[config.mk]
export PLATFORM = sky130hd
export DESIGN_NAME = bitmap_addr_arb
export DESIGN_NICKNAME = d
export VERILOG_FILES = /design/src/rtl/bitmap_addr_arb.sv
export SDC_FILE = /design/constraint.sdc
export NUM_CORES = 1
export LEC_CHECK = 0
export CORE_ASPECT_RATIO = 1.25
export CORE_MARGIN = 4
export CORE_UTILIZATION = 40
export DETAILED_ROUTE_END_ITERATION = 10
export PLACE_DENSITY = 0.95
export SETUP_SLACK_MARGIN = 0.15
export SLEW_MARGIN = 40
export SYNTH_ARGS = -nofsm -noshare
export SYNTH_HDL_FRONTEND = slang
export SYNTH_SLANG_ARGS = --single-unit
[constraint.sdc]
create_clock -name clk -period 4.7 [get_ports clk]
set_clock_uncertainty 0.2 [all_clocks]
set_input_delay 0.94 -clock clk [delete_from_list [all_inputs] [get_ports clk]]
set_output_delay 0.94 -clock clk [all_outputs]
set_load 0.005 [all_outputs]
[src/rtl/bitmap_addr_arb.sv]
// rtl/bitmap_addr_arb.sv - two-requester round-robin front end for a bitmap address pipeline
// Tags each accepted x/y with its requester id and re-attaches it to the returned addr/clip.
module bitmap_addr_arb #(
   parameter int CORDW     = 16,
   parameter int ADDRW     = 24,
   parameter int LAT       = 3,
   parameter int DROP_CLIP = 0
) (
   input  logic             clk,
   input  logic             rst,
   input  logic [1:0]       req_valid,
   output logic [1:0]       req_ready,
   input  logic [CORDW-1:0] req_x0,
   input  logic [CORDW-1:0] req_y0,
   input  logic [CORDW-1:0] req_x1,
   input  logic [CORDW-1:0] req_y1,
   output logic [CORDW-1:0] bmp_x,
   output logic [CORDW-1:0] bmp_y,
   input  logic [ADDRW-1:0] bmp_addr,
   input  logic             bmp_clip,
   output logic             out_valid,
   output logic             out_id,
   output logic [ADDRW-1:0] out_addr,
   output logic             out_clip,
   output logic             busy,
   output logic [15:0]      clip_cnt
);

   localparam logic W_DROP = (DROP_CLIP != 0);

   logic             r_last;
   logic [CORDW-1:0] r_bmp_x;
   logic [CORDW-1:0] r_bmp_y;
   logic [LAT:0]     r_dv;
   logic [LAT:0]     r_did;
   logic [15:0]      r_clip_cnt;

   logic [1:0]       w_grant;
   logic             w_hs;
   logic             w_gid;
   logic             w_retire_clip;

   // Both valid: serve whoever was not served last; r_last resets to 1 so requester 0 wins first.
   always_comb begin
      w_grant = 2'b00;
      if (!rst) begin
         case (req_valid)
            2'b01:   w_grant = 2'b01;
            2'b10:   w_grant = 2'b10;
            2'b11:   w_grant = r_last ? 2'b01 : 2'b10;
            default: w_grant = 2'b00;
         endcase
      end
   end

   assign w_hs          = |w_grant;
   assign w_gid         = w_grant[1];
   assign w_retire_clip = r_dv[LAT] & bmp_clip;

   // Stage LAT lines up with the cycle after the pipeline's LAT-th edge, i.e. the result cycle.
   always_ff @(posedge clk) begin
      if (rst) begin
         r_last     <= 1'b1;
         r_bmp_x    <= '0;
         r_bmp_y    <= '0;
         r_dv       <= '0;
         r_did      <= '0;
         r_clip_cnt <= '0;
      end else begin
         if (w_hs) begin
            r_last  <= w_gid;
            r_bmp_x <= w_gid ? req_x1 : req_x0;
            r_bmp_y <= w_gid ? req_y1 : req_y0;
         end
         r_dv  <= {r_dv[LAT-1:0], w_hs};
         r_did <= {r_did[LAT-1:0], w_gid};
         if (w_retire_clip && (r_clip_cnt != 16'hFFFF)) begin
            r_clip_cnt <= r_clip_cnt + 16'd1;
         end
      end
   end

   assign req_ready = w_grant;
   assign bmp_x     = r_bmp_x;
   assign bmp_y     = r_bmp_y;
   assign out_valid = r_dv[LAT] & ~(W_DROP & bmp_clip);
   assign out_id    = r_did[LAT];
   assign out_addr  = bmp_addr;
   assign out_clip  = bmp_clip;
   assign busy      = |r_dv;
   assign clip_cnt  = r_clip_cnt;

endmodule
Word level (Yosys, flattened, before mapping):

Index checks and enable logic that the tools add are counted.

* register bits: 57
* latch bits: 0
* memory bits (writable): 0
* memory bits (read-only): 0
* input bits: 93
* memories kept: 0

* $add $sub $neg: 1
* multiply operators: 0
* divide/modulo/power cells: 0
* order comparisons: 0
* equality and inequality tests: 4
* shift operators: 0
* mux-type cells: 5
* bitwise gates (word level): 1
* reduce and logical (&&, ||, !) cells: 3

Operators with widths (number)
* 16-bit two-way mux: 2
* 16-bit by 1-bit adder with 16-bit output (second input constant): 1
* 16-bit inequality test (second input constant): 1
* 2-bit case mux with 3 select lines: 1
* 2-bit == test (second input constant): 2
* 2-bit two-way mux: 2
* 4-bit OR reduction: 1
* 2-bit by 1-bit == test with 1-bit output (second input constant): 1
* 2-bit OR reduction: 1
* 1-bit bitwise AND: 1
* 1-bit logical AND: 1

Longest topological paths before layout:

* depth in word-level cells: 4
* gate-level depth with buffers: 6

Least setup slack after synthesis:

Ideal clock, no wire load.

* path kind: in2out
* start: in req_valid[1]
* end: out req_ready[0]
* arrival: 1571 ps
* data required time: 3560 ps
* setup slack: 1989 ps
* cell stages on the path: 4
* cell sequence: nor2b_1 -> nor3_1 -> buf_2 -> buf_4

* longest elaborated chain between the ends: 3
* elaborated cells on any way between the ends: 5

RTL lines
* from (decl): line 11 `input logic [1:0] req_valid,`
* 2-bit == test or 2-bit by 1-bit == test with 1-bit output (tied branches): line 47 `case (req_valid)`
* 2-bit case mux with 3 select lines (*): line 47
* 2-bit two-way mux (*): line 46 `if (!rst) begin`
* to (decl): line 12 `output logic [1:0] req_ready,`

Every way passes the cells marked *; elsewhere a longest branch is shown, timed or not.

Final worst setup path:

* start: in req_valid[0]
* end: out req_ready[0]

Same word-level chain as after synthesis.

==> flow_summary.html <==
<table>
<tr><th>Metric</th><th>Value</th></tr>
<tr><th colspan="2">Synthesis</th></tr>
<tr><td>Xor and xnor area share after synthesis</td><td>0%</td></tr>
<tr><td>Avg Synthesized Cell Area</td><td>9.26 sq um</td></tr>
<tr><td>Proportion of synthesized area in mux cells</td><td>12.2%</td></tr>
<tr><td>Netlist cell types</td><td>32</td></tr>
<tr><td>Yosys warns</td><td>0</td></tr>
<tr><td>Adder-cell area share of the yosys netlist</td><td>0.463%</td></tr>
<tr><td>Synth Cell Area</td><td>2710 sq um</td></tr>
<tr><td>Fraction of synthesis flops using an asynchronous set or reset pin</td><td>0%</td></tr>
<tr><td>Cells taking the most area after synthesis</td><td>dfxtp_1 42%, mux2i_1 12%, a211oi_1 8.9%</td></tr>
<tr><td>Combinational family with the most area after synthesis</td><td>simple AND/OR/NAND/NOR gates</td></tr>
<tr><td>Post-Synthesis Cells</td><td>292</td></tr>
<tr><td>Compound-gate portion of the synthesized area</td><td>15.9%</td></tr>
<tr><td>Area share of the largest cell type after synthesis</td><td>42.2%</td></tr>
<tr><td>Net Count, Synth</td><td>386</td></tr>
<tr><td>Top flip-flop cell by instance count after synthesis</td><td>dfxtp_1</td></tr>
<tr><td>Biggest area consumer among synthesized cells</td><td>dfxtp_1</td></tr>
<tr><td>Number of enable-type register cells in the synthesized netlist</td><td>0</td></tr>
<tr><td>Area share of and/or/nand/nor cells after synthesis</td><td>18.9%</td></tr>
<tr><td>Fraction of the yosys area taken by sequential cells</td><td>42.2%</td></tr>
<tr><td>Count of state elements after synthesis</td><td>57</td></tr>
<tr><th colspan="2">STA</th></tr>
<tr><td>Setup violators final</td><td>0</td></tr>
<tr><td>Unrepaired setup endpoints after global routing</td><td>false</td></tr>
<tr><td>Worst-Margin Slew</td><td>590 ps</td></tr>
<tr><td>Max Clock Freq</td><td>291 MHz</td></tr>
<tr><td>Accumulated negative setup slack</td><td>0 ps</td></tr>
<tr><td>Hold Slack</td><td>233 ps</td></tr>
<tr><td>Max-slew violations</td><td>0</td></tr>
<tr><td>Final-report hold violation count</td><td>0</td></tr>
<tr><td>Shortest clock period the worst path allows after layout</td><td>3440 ps</td></tr>
<tr><td>Final worst-path cycle share</td><td>73.2%</td></tr>
<tr><td>Max-slew headroom at the worst pin</td><td>60.4%</td></tr>
<tr><th colspan="2">Critical path</th></tr>
<tr><td>Flop-to-flop setup slack</td><td>2720 ps</td></tr>
<tr><td>Required time at the endpoint of the critical path</td><td>3560 ps</td></tr>
<tr><td>Delay of the slowest critical-path stage</td><td>560 ps</td></tr>
<tr><td>Worst Setup End Kind</td><td>output pin</td></tr>
<tr><td>Buffer and inverter count on the worst path</td><td>3</td></tr>
<tr><td>Slowest stage cell, crit path</td><td>clkdlybuf4s50_1</td></tr>
<tr><td>Highest net fanout along the worst path</td><td>2</td></tr>
<tr><td>CP cell instances</td><td>clkdlybuf4s50_1, inv_1, nor3_2, clkdlybuf4s50_1</td></tr>
<tr><td>Startpoint type of the worst setup path</td><td>primary input</td></tr>
<tr><td>Cell class contributing the biggest share of worst-path delay</td><td>buffers and inverters</td></tr>
<tr><td>Top cell by count, worst path</td><td>clkdlybuf4s50_1</td></tr>
<tr><td>Type of the worst setup path</td><td>in2out</td></tr>
<tr><td>Reg-to-reg critical path startpoint</td><td>clip_cnt[0]</td></tr>
<tr><td>Critical path data arrival time</td><td>2300 ps</td></tr>
<tr><td>Cell count along the critical path</td><td>4</td></tr>
<tr><td>Count of cells along the worst register-to-register path</td><td>5</td></tr>
<tr><td>Endpoint of the lowest-slack register-to-register path</td><td>clip_cnt[9]</td></tr>
<tr><th colspan="2">GRT</th></tr>
<tr><td>Remaining global-route overflow</td><td>0</td></tr>
<tr><td>Initial antenna violation count</td><td>0</td></tr>
<tr><td>Vias in the first global route</td><td>2,558</td></tr>
<tr><td>Global-route wire length before repair</td><td>11,400 microns</td></tr>
<tr><td>Pin count of the biggest net entering global routing</td><td>66</td></tr>
<tr><td>GRT Util Overall</td><td>17.9%</td></tr>
<tr><th colspan="2">Cells and area</th></tr>
<tr><td>Count of nets after finishing</td><td>480</td></tr>
<tr><td>Register area</td><td>1140 sq um</td></tr>
<tr><td>Ant diodes</td><td>0</td></tr>
<tr><td>Area of the multi-input gates</td><td>1290 sq um</td></tr>
<tr><td>Share of layout cells above drive strength 1</td><td>6.39%</td></tr>
<tr><td># fillers</td><td>527</td></tr>
<tr><td>Area growth from synthesis to final layout</td><td>47.2%</td></tr>
<tr><th colspan="2">Drt</th></tr>
<tr><td>Total via count after detailed routing</td><td>2,518</td></tr>
<tr><td>First DRT Iteration DRCs</td><td>89</td></tr>
<tr><td>Number of search-and-repair iterations in the first detailed-routing pass</td><td>4</td></tr>
<tr><td>Final routed wirelength across all metal layers</td><td>7130 microns</td></tr>
<tr><td>DRT antenna net count</td><td>0</td></tr>
<tr><td>Vias per cell</td><td>5.27</td></tr>
<tr><td>DRC Markers</td><td>0</td></tr>
<tr><td>WL/cell</td><td>14.9 microns</td></tr>
<tr><th colspan="2">Placement</th></tr>
<tr><td>Weighted congestion reported at the end of routability-driven placement</td><td>0.780</td></tr>
<tr><td>Sum of net half-perimeters after detailed placement</td><td>5290 microns</td></tr>
<tr><td>Number of I/O port buffers</td><td>122</td></tr>
<tr><th colspan="2">Clock network</th></tr>
<tr><td>Clock root buffer</td><td>clkbuf_8</td></tr>
<tr><td>Clock Tree Buf Depth</td><td>2</td></tr>
<tr><td>Clock latency of the later-clocked register in the worst-skew pair</td><td>330 ps</td></tr>
<tr><td>Post-cts hold buffer count</td><td>0</td></tr>
<tr><td>Clock-pin slew on the worst setup and hold paths</td><td>60 ps</td></tr>
<tr><td>Clock tree from TritonCTS</td><td>yes</td></tr>
<tr><td>Clock net sink count</td><td>57</td></tr>
<tr><td>Level count of the clock H-tree</td><td>3</td></tr>
<tr><td>Total clock buffers created by CTS</td><td>9</td></tr>
<tr><td>Post-cts repair resize count</td><td>0</td></tr>
<tr><td>Post-CTS repair timing setup buffer count</td><td>0</td></tr>
<tr><th colspan="2">Power</th></tr>
<tr><td>Cell leakage power</td><td>0.00141 uW</td></tr>
<tr><td>Maximum ir drop on the vdd rail</td><td>0.138 mV</td></tr>
<tr><td>Power Density</td><td>289 nW/um^2</td></tr>
<tr><th colspan="2">Die</th></tr>
<tr><td>Starting density of the core</td><td>41.2%</td></tr>
<tr><td>Std cell rows</td><td>33</td></tr>
<tr><td>Top-level port count</td><td>171</td></tr>
<tr><td>DIE AREA</td><td>8150 sq um</td></tr>
<tr><td>Die Ht</td><td>99.9 microns</td></tr>
<tr><td>Core box area</td><td>6570 sq um</td></tr>
<tr><td>Width of the die</td><td>81.6 microns</td></tr>
<tr><th colspan="2">Worst hold path</th></tr>
<tr><td>Hold path start</td><td>r_did[2]</td></tr>
<tr><td>Worst hold endpoint</td><td>r_did[3]</td></tr>
<tr><td>Cell depth of the worst min-delay path</td><td>1</td></tr>
<tr><td>Class of the tightest hold or removal check</td><td>reg2reg</td></tr>
<tr><th colspan="2">Run status</th></tr>
<tr><td>Status</td><td>complete, no violations</td></tr>
<tr><th colspan="2">Job</th></tr>
<tr><td>Max-capacitance violation count</td><td>0</td></tr>
</table>
-- where the power goes --
group | switching (uW) | internal [uW] | total (uW) | leakage, uW
clock | 182 | 258 | 440 | 0.0000974
sequential | 14.6 | 510 | 525 | 0.000467
combinational | 64.6 | 123 | 187 | 0.000844
-- synth_stat cells, types with 2 or more instances --
library cell,number
or4_1,7
dfxtp_1,57
nand2_1,11
a31oi_1,2
o21ai_0,5
nor2_1,36
nand3_4,2
or3_1,6
nand3_1,4
nand2b_1,2
a211oi_1,32
clkbuf_1,11
inv_1,4
nand3b_1,2
nor2b_1,8
nand4_1,4
buf_2,2
and4_4,2
o21bai_1,2
mux2i_1,33
nor3_1,3
a21oi_1,12
o31ai_1,9
buf_4,28
-- worst reg2reg max path, stage by stage (launching register included) --
cell,delay [ps]
dfxtp_1,410
ha_1,250
nand4_1,210
nor3_1,520
or4_1,200
a21oi_1,60
-- metal layers --
layer	routed length [microns]	track usage (%)
met1	2820	19.1
met2	3510	30.4
met3	637	6.37
met4	159	9.49
met5	0	0
-- layout make-up --
type	count	area share (%)
inverter	4	0.377
timing repair buffer	125	31.1
clock buffer	13	3.74
clock inverter	3	1.01
multi-input combinational	189	32.4
tap	87	2.73
sequential	57	28.7
-- metrics by stage --
step           area, sq um  total power [uW]  worst slack, ps  std cells  util (%)
2_1_floorplan         2710               618             1990        292         -
3_3_place_gp          3790               718             1210        462      57.8
3_5_place_dp          3790               723             1220        462      57.8
4_1_cts               3980              1170             1200        478      60.6
5_1_grt               3980              1210             1190        478      60.6
6_report              3980              1150             1260        478      60.6
-- registers in the layout, indices dropped and copies added, names as in the netlist --
signal    count
clip_cnt     16
r_dv          4
bmp_x        16
r_last        1
bmp_y        16
r_did         4
-- layout by cell type, fill, tap and decap left out, drive strengths merged, types with 5 or more instances in the layout --
master	netlist	layout
clkbuf	11	13
o31ai	9	9
a21oi	12	12
dfxtp	57	57
nand2	11	11
mux2i	33	33
o21ai	5	5
nor2b	8	8
or4	7	7
nor2	36	36
clkdlybuf4s50	0	121
a211oi	32	32
or3	6	6
nand3	6	6
-- kinds of logic after synthesis --
logic type / count (synthesis)
AND/OR/NAND/NOR: 92
AO/OA/AOI/OAI: 63
flip-flops: 57
buffers and inverters: 46
multiplexers: 33
adder cells (fa/ha/maj): 1
-- how the worst max path moves through the flow --
stage | from | to | slack, ps
after floorplan | req_valid[1] | req_ready[0] | 1990
after global placement | req_valid[0] | req_ready[0] | 1210
after detailed placement | req_valid[0] | req_ready[0] | 1220
after CTS | req_valid[0] | req_ready[0] | 1200
after global routing | req_valid[0] | req_ready[0] | 1190
final | req_valid[0] | req_ready[0] | 1260
No activity file was read; power rests on OpenSTA's default activity.
